`config.mk`:
```
export PLATFORM = sky130hd
export DESIGN_NAME = fwd_hazard_ctrl
export DESIGN_NICKNAME = d
export VERILOG_FILES = /design/src/rtl/fwd_hazard_ctrl_pkg.sv /design/src/rtl/fwd_sel_cmp.sv /design/src/rtl/fwd_hazard_ctrl.sv
export SDC_FILE = /design/constraint.sdc
export NUM_CORES = 1
export LEC_CHECK = 0
export CELL_PAD_IN_SITES_DETAIL_PLACEMENT = 0
export CELL_PAD_IN_SITES_GLOBAL_PLACEMENT = 1
export CORE_MARGIN = 8
export CORE_UTILIZATION = 37
export DETAILED_ROUTE_END_ITERATION = 6
export PLACE_DENSITY = 0.89
export SLEW_MARGIN = 20
export SYNTH_ARGS = -nofsm -noshare
export SYNTH_HDL_FRONTEND = slang
export SYNTH_SLANG_ARGS = --single-unit
```
`constraint.sdc`:
```
create_clock -name clk -period 5.45 [get_ports clk]
set_input_delay 1.3625 -clock clk [delete_from_list [all_inputs] [get_ports clk]]
set_output_delay 1.3625 -clock clk [all_outputs]
set_load 0.005 [all_outputs]
```
`src/rtl/fwd_hazard_ctrl_pkg.sv`:
```
// ---------------------------------------------------------------------------
// fwd_hazard_ctrl_pkg
// Shared definitions for the forwarding / hazard controller of the 16-bit,
// 8-register, 5-stage core.
//   REG_BITS      : width of a register index
//   FWD_*         : execute-stage operand mux select encoding
//   idex_tag_t    : shadow tag for the ID/EX stage {v, rd, wr, load}
//   prod_tag_t    : shadow tag for later producer stages {v, rd, wr}
// ---------------------------------------------------------------------------
package fwd_hazard_ctrl_pkg;

   localparam int REG_BITS = 3;

   // Operand select encoding seen by the execute stage; 2'b11 is never driven.
   localparam logic [1:0] FWD_REG   = 2'b00;  // register file / immediate
   localparam logic [1:0] FWD_MEMWB = 2'b01;  // data_mem_from_mem_wb
   localparam logic [1:0] FWD_EXMEM = 2'b10;  // ALU_result_from_ex_mem

   typedef struct packed {
      logic                v;
      logic [REG_BITS-1:0] rd;
      logic                wr;
      logic                load;
   } idex_tag_t;

   // Once an instruction is past EX its load flag no longer matters.
   typedef struct packed {
      logic                v;
      logic [REG_BITS-1:0] rd;
      logic                wr;
   } prod_tag_t;

endpackage

```
`src/rtl/fwd_sel_cmp.sv`:
```
// ---------------------------------------------------------------------------
// fwd_sel_cmp
// Maps one decode-stage source operand to the forward select it will need
// when it reaches EX, given the producers that will then occupy EX/MEM
// (today's ID/EX) and MEM/WB (today's EX/MEM).
//   src       in  : source register index
//   src_valid in  : the instruction really reads this operand
//   idex      in  : current ID/EX tag (becomes EX/MEM producer)
//   exmem     in  : current EX/MEM tag (becomes MEM/WB producer)
//   sel       out : FWD_EXMEM / FWD_MEMWB / FWD_REG
// ---------------------------------------------------------------------------
module fwd_sel_cmp
   import fwd_hazard_ctrl_pkg::*;
(
   input  logic [REG_BITS-1:0] src,
   input  logic                src_valid,
   input  idex_tag_t           idex,
   input  prod_tag_t           exmem,
   output logic [1:0]          sel
);

   always_comb begin
      // NOTE: default first so every path assigns sel and no latch is inferred.
      sel = FWD_REG;
      // A load in ID/EX cannot forward from EX/MEM: its data is not ready
      // yet, which is exactly the load-use case that stalls instead.
      if (src_valid && idex.v && idex.wr && !idex.load && (src == idex.rd))
         sel = FWD_EXMEM;
      else if (src_valid && exmem.v && exmem.wr && (src == exmem.rd))
         sel = FWD_MEMWB;
   end

endmodule

```
`src/rtl/fwd_hazard_ctrl.sv`:
```
// ---------------------------------------------------------------------------
// fwd_hazard_ctrl
// Forwarding and load-use hazard controller. Tracks destination tags of the
// instructions behind decode and registers the ALU operand selects as each
// instruction enters EX. Register index width comes from the package.
//   clk, rst              : core clock, synchronous active-low reset
//   id_*                  : decode-stage instruction fields
//   mem_stall             : global freeze, all state holds
//   flush                 : taken branch/jump, squashes decode
//   forwardA, forwardB    : registered ALU input selects
//   stall_if_id           : hold PC and IF/ID
//   bubble_id_ex          : load a NOP into ID/EX
//   stall_count           : saturating count of load-use stall cycles
// ---------------------------------------------------------------------------
module fwd_hazard_ctrl
   import fwd_hazard_ctrl_pkg::*;
#(
   parameter int CNT_W = 16
) (
   input  logic                clk,
   input  logic                rst,
   input  logic                id_valid,
   input  logic [REG_BITS-1:0] id_rs,
   input  logic                id_rs_valid,
   input  logic [REG_BITS-1:0] id_rt,
   input  logic                id_rt_valid,
   input  logic [REG_BITS-1:0] id_rd,
   input  logic                id_wr,
   input  logic                id_load,
   input  logic                mem_stall,
   input  logic                flush,
   output logic [1:0]          forwardA,
   output logic [1:0]          forwardB,
   output logic                stall_if_id,
   output logic                bubble_id_ex,
   output logic [CNT_W-1:0]    stall_count
);

   // Only ID/EX and EX/MEM tags are stored: the MEM/WB select is fixed at
   // decode time from the EX/MEM tag, so the tag of the instruction sitting
   // in MEM/WB is never compared again and would be dead state.
   idex_tag_t  idex;
   prod_tag_t  exmem;
   logic [1:0] sel_a, sel_b;
   logic       lu;

   assign lu = id_valid && idex.v && idex.wr && idex.load &&
               ((id_rs_valid && (id_rs == idex.rd)) ||
                (id_rt_valid && (id_rt == idex.rd)));

   // A flush kills the decode instruction, so its hazard no longer matters.
   assign stall_if_id  = lu && !flush;
   assign bubble_id_ex = (lu || flush) && !mem_stall;

   fwd_sel_cmp u_sel_a (
      .src       (id_rs),
      .src_valid (id_rs_valid),
      .idex      (idex),
      .exmem     (exmem),
      .sel       (sel_a)
   );

   fwd_sel_cmp u_sel_b (
      .src       (id_rt),
      .src_valid (id_rt_valid),
      .idex      (idex),
      .exmem     (exmem),
      .sel       (sel_b)
   );

   // NOTE: non-blocking assignments so every register samples pre-edge values.
   always_ff @(posedge clk) begin
      // NOTE: only the few tag/control flops here, so all of them reset.
      if (!rst) begin
         idex        <= '0;
         exmem       <= '0;
         forwardA    <= FWD_REG;
         forwardB    <= FWD_REG;
         stall_count <= '0;
      end else if (!mem_stall) begin
         exmem <= '{v: idex.v, rd: idex.rd, wr: idex.wr};
         if (bubble_id_ex) begin
            idex     <= '0;
            forwardA <= FWD_REG;
            forwardB <= FWD_REG;
         end else begin
            idex     <= '{v: id_valid, rd: id_rd, wr: id_wr, load: id_load};
            forwardA <= sel_a;
            forwardB <= sel_b;
         end
         if (stall_if_id && (stall_count != '1))
            stall_count <= stall_count + 1'b1;
      end
   end

endmodule
```
==> results of run 1 <==
[layout make-up]
class / count / area [um^2] / area share (%)
Clock buffer: 6 / 72.6 / 3.50
Multi-Input combinational cell: 133 / 905 / 43.6
Inverter: 4 / 15.0 / 0.724
Sequential cell: 31 / 621 / 29.9
Timing Repair Buffer: 40 / 398 / 19.2
Tap cell: 50 / 62.6 / 3.02
[flip-flops by register name (all words and copies together) (netlist names)]
name,cells
exmem,5
forwardA,2
forwardB,2
idex,6
stall_count,16
[cells by family after synthesis]
| kind of cell | Yosys count | share of synthesized area [%] |
|---|---|---|
| fa+ha+maj | 1 | 0.791 |
| simple gates | 73 | 25.6 |
| xor+xnor | 14 | 7.75 |
| flops | 31 | 39.2 |
| mux | 10 | 6.33 |
| buf+inv | 12 | 3.56 |
| compound gates | 35 | 16.7 |
[through the flow]
step	cell area (um^2)	instances
2_1_floorplan	1580	176
3_3_place_gp	2000	258
3_5_place_dp	2000	258
4_1_cts	2070	264
5_1_grt	2070	264
6_report	2070	264
[power groups by stage]
stage | Clock (uW) | Sequential [uW] | Combinational [uW]
after floorplan | 0 | 236 | 19.3
after global placement | 0 | 237 | 38.3
after detailed placement | 0 | 237 | 38.2
after CTS | 164 | 232 | 38.4
after global routing | 174 | 232 | 41.9
final | 162 | 232 | 38.4
[final timing paths]
check,start,endpoint,depth (start not counted)
worst max register to register,stall_count[0]$_SDFFE_PN0P_,stall_count[10]$_SDFFE_PN0P_,6
worst min register to register,exmem[4]$_SDFFE_PN0N_,exmem[4]$_SDFFE_PN0N_,2
worst min-delay path,exmem[4]$_SDFFE_PN0N_,exmem[4]$_SDFFE_PN0N_,2
worst max-delay path,id_rs[2],bubble_id_ex,6
[metal layers]
layer	GRT usage (%)	part of all wire, %
met1	15.8	46
met3	3.64	5.6
met5	0	0
met2	18.9	47
met4	4.29	1.4
[placed cells by master, fill, tap and decap left out, drive strengths merged, types with 7 or more instances in the layout]
master	synthesis	layout
xnor2	8	8
nand2	11	11
a21oi	9	9
dfxtp	31	31
nor2	19	19
nand4	10	10
or3	7	7
o21ai	8	8
mux2i	10	10
clkdlybuf4s50	0	39
[critical path, stage by stage]
cell	delay [ns]
clkdlybuf4s50_1	0.51
xnor2_1	0.13
and4_1	0.40
o21ai_2	0.21
a21oi_1	0.19
clkdlybuf4s50_1	0.52
==> metrics, run 1 <==
Clock Sinks=31; switching power=between 90 and 100 uW; total CTS buffers=5; most frequent cells after synthesis=31 x dfxtp_1, 19 x nor2_1, 11 x nand2_1, 10 x mux2i_1, 10 x nand4_1; Req. time, crit path=4.09 ns; Leakage=0.000730 uW; Vias=between 1,000 and 1,500; clk_lat worst skew=0.28 ns; DRC=0; top-count cell post-synth=dfxtp_1; Hold-fix buffers, CTS=0; Synth Area per Inst=about 9 um^2; final-report setup violation count=0; kind of end point of the critical path=output port; total global-route track usage=12.3%; # rows=23; Setup Buffers After CTS=0; status=finished clean; final WL=slightly below 4 mm; Total Die Area=roughly 6600 um^2; 1st-pass router iterations=4; Final Slew Violations=0; post-DR wirelength/cell=around 15 um; CP startpoint kind=primary input; layout net count=between 200 and 250; Util after Layout=about half; YS warnings=0; Initial Utilization=about two fifths; post-synth top area share=about two fifths; RSZ-0062 raised after global routing=false; PD cells=~210 nW/um^2; Min Clock Period, post-route=4.69 ns; half-perimeter wire length after placement=about 2.9 mm; Setup WS pre-CTS=about 0.78 ns; post-synthesis cell type count=41; synthesized area=1580 um^2; vias in the first global route=approximately 1,400; Mapped Cells=176; Die W=a little over 80 um; CTS tree=yes; Area contributors post-synth=dfxtp_1 39%, mux2i_1 6.3%, nor2_1 4.5%; worst path arrival time=approximately 3.3 ns; CTS resizes=0; Core Box Area=4060 um^2; layout cells sized above 1=7.01%; PortBufs=39; Combinational Power Share=under 10%; # diodes=0; slew margin rel.=48.5%; Clock Path Buffers=2; Synth area leader=dfxtp_1; initial antenna violation count=0; CTS clk-pin slew, worst paths=approximately 0.060 ns; Mapped Nets=195; Die Y-Extent=between 80 and 90 um; Worst Tran Pin Value=0.772 ns; register share of total power=53.7%; sequential-to-total area share from yosys stat=approximately 39%; worst setup margin=between 0.7 and 0.8 ns; Clock Tree Root=clkbuf_8; ys flop type=dfxtp_1; vias per inst=5.38; EDFF count, synth=0; Fin. Hold Viols=0; asr flop ratio synth=0%; Net Sw Frac=22.6%; first-pass GRT wire length=roughly 6.4 mm; GRT Residual Overflow=0; Placer Congestion=about 0.8; WHS=0.504 ns; H-tree depth=2; r2r setup slk=3.42 ns; Max FO, Critical Path=10; largest net degree at the start of global routing=25; CP Class=primary input to output port; DRT iter0 DRCs=76; total power=around 430 uW; FMAX=between 200 and 250 MHz; clock network power share=between 30% and 40%; TNS Setup=0 ns; Setup Skew=~0.0057 ns; P_int=334 uW; Synth Register Bits=31; period utilisation layout=roughly 86%; I/O Pins=40; max_cap viols=0; fill count=between 300 and 400; VDD IR max=around 0.09 mV; synth-to-layout area growth=31.1%; DRT antenna net count=0; hold crit path type=flop to flop
No activity file was read; power rests on OpenSTA's default activity.
==> run 2: changes to the inputs <==
- PLACE_DENSITY: 0.89 -> 0.85
==> metrics, run 2 (synthesis results as in run 1) <==
VDD IR max=~0.16 mV; Req. time, crit path=roughly 4 ns; Clock Tree Root=clkbuf_8; Final Slew Violations=0; H-tree depth=2; total global-route track usage=a little under an eighth; CP startpoint kind=primary input; final WL=3.90 mm; Placer Congestion=slightly above 0.8; CTS tree=yes; RSZ-0062 raised after global routing=false; most frequent cells in the layout=39 x clkdlybuf4s50_1, 31 x dfxtp_1, 19 x nor2_1; GRT Residual Overflow=0; WHS=about 0.5 ns; final-report setup violation count=0; status=finished clean; synth-to-layout area growth=33.0%; most common cell after layout, fill and taps aside=clkdlybuf4s50_1; initial antenna violation count=0; layout cells sized above 1=~7.4%; placed cell count=roughly 260; Post-DP Area=roughly 2000 um^2; Largest regs=stall_count x16, idex x6, exmem x5; # diodes=0; PD cells=229 nW/um^2; total CTS buffers=5; Core Box Area=4060 um^2; Clock Sinks=31; vias in the first global route=approximately 1,300; worst path arrival time=approximately 3.3 ns; Fin. Hold Viols=0; 1st-pass router iterations=4; I/O Pins=40; Initial Utilization=a little under 40%; max_cap viols=0; hold crit path type=flop to flop; clk_lat worst skew=about 0.28 ns; Die Y-Extent=between 80 and 90 um; DRT iter0 DRCs=92; DRT antenna net count=0; Hold-fix buffers, CTS=0; CTS resizes=0; CTS clk-pin slew, worst paths=0.06 ns; PortBufs=39; layout net count=around 230; Largest register FFs=16; Setup Buffers After CTS=0; slew margin rel.=roughly 49%; period utilisation layout=between 80% and 90%; Max FO, Critical Path=10; largest net degree at the start of global routing=25; CP Class=primary input to output port; vias per inst=5.35; DRC=0; # rows=23; Clock Path Buffers=2; TNS Setup=0 ns; Worst Tran Pin Value=between 0.7 and 0.8 ns; first-pass GRT wire length=6.29 mm; Vias=between 1,000 and 1,500; Die W=approximately 81 um; FMAX=between 200 and 250 MHz; Setup Skew=between 0.005 and 0.006 ns; Total Die Area=~6600 um^2; post-DR wirelength/cell=around 15 um; half-perimeter wire length after placement=2.88 mm; Min Clock Period, post-route=around 4.7 ns; kind of end point of the critical path=output port; Leakage=approximately 0.00074 uW; design area=between 2000 and 2500 um^2; Top reg by flops=stall_count; non-filler cells, final=about 270
-- run 2: cell count changes in the layout (fill, tap and decap cells not counted), sizes merged --
cell,delta
bufinv,+1
-- run 2: layer usage --
metal	global-route usage, %	vias to the layer above	share of wire, %
met5	0	-	0
met4	5.36	0	1.3
met3	3.20	4	5.2
met2	17.8	33	46
met1	15.8	653	47
li1	-	728	-
-- run 2: path summary, 6_finish.rpt --
kind / startpoint / to / slack (ns) / cells after the start
max: id_rt[2] / bubble_id_ex / 0.78 / 6
min: stall_count[4]$_SDFFE_PN0P_ / stall_count[4]$_SDFFE_PN0P_ / 0.51 / 2
max reg2reg: stall_count[0]$_SDFFE_PN0P_ / stall_count[2]$_SDFFE_PN0P_ / 3.41 / 6
min reg2reg: stall_count[4]$_SDFFE_PN0P_ / stall_count[4]$_SDFFE_PN0P_ / 0.51 / 2
-- run 2: layout make-up --
type,count,area [um^2]
clock buffers,6,72.6
clock inverters,1,30.0
fillers,393,1950
inverters,4,15.0
multi-input cells,133,905
flip-flops and latches,31,621
well taps,50,62.6
repair buffers,40,398
-- run 2: metrics by stage --
step                worst slack (ns)  util (%)  power [uW]
floorplan                       1.87         -         255
global placement               0.798      49.3         275
detailed placement             0.774      49.3         275
CTS                            0.755      51.8         486
global route                   0.637      51.8         499
finish                         0.777      51.8         482
-- run 2: worst max-delay path, cell delays in order --
cell and delay (ns):
clkdlybuf4s50_1 0.50, xnor2_1 0.16, and4_1 0.39, o21ai_2 0.20
a21oi_1 0.18, clkdlybuf4s50_1 0.52
-- run 2: report_power, final --
group          switching (uW)  total [uW]  internal, uW
combinational            18.3        38.3          20.0
sequential               2.80         232           229
clock                    78.2         212           134
total                    99.3         482           383
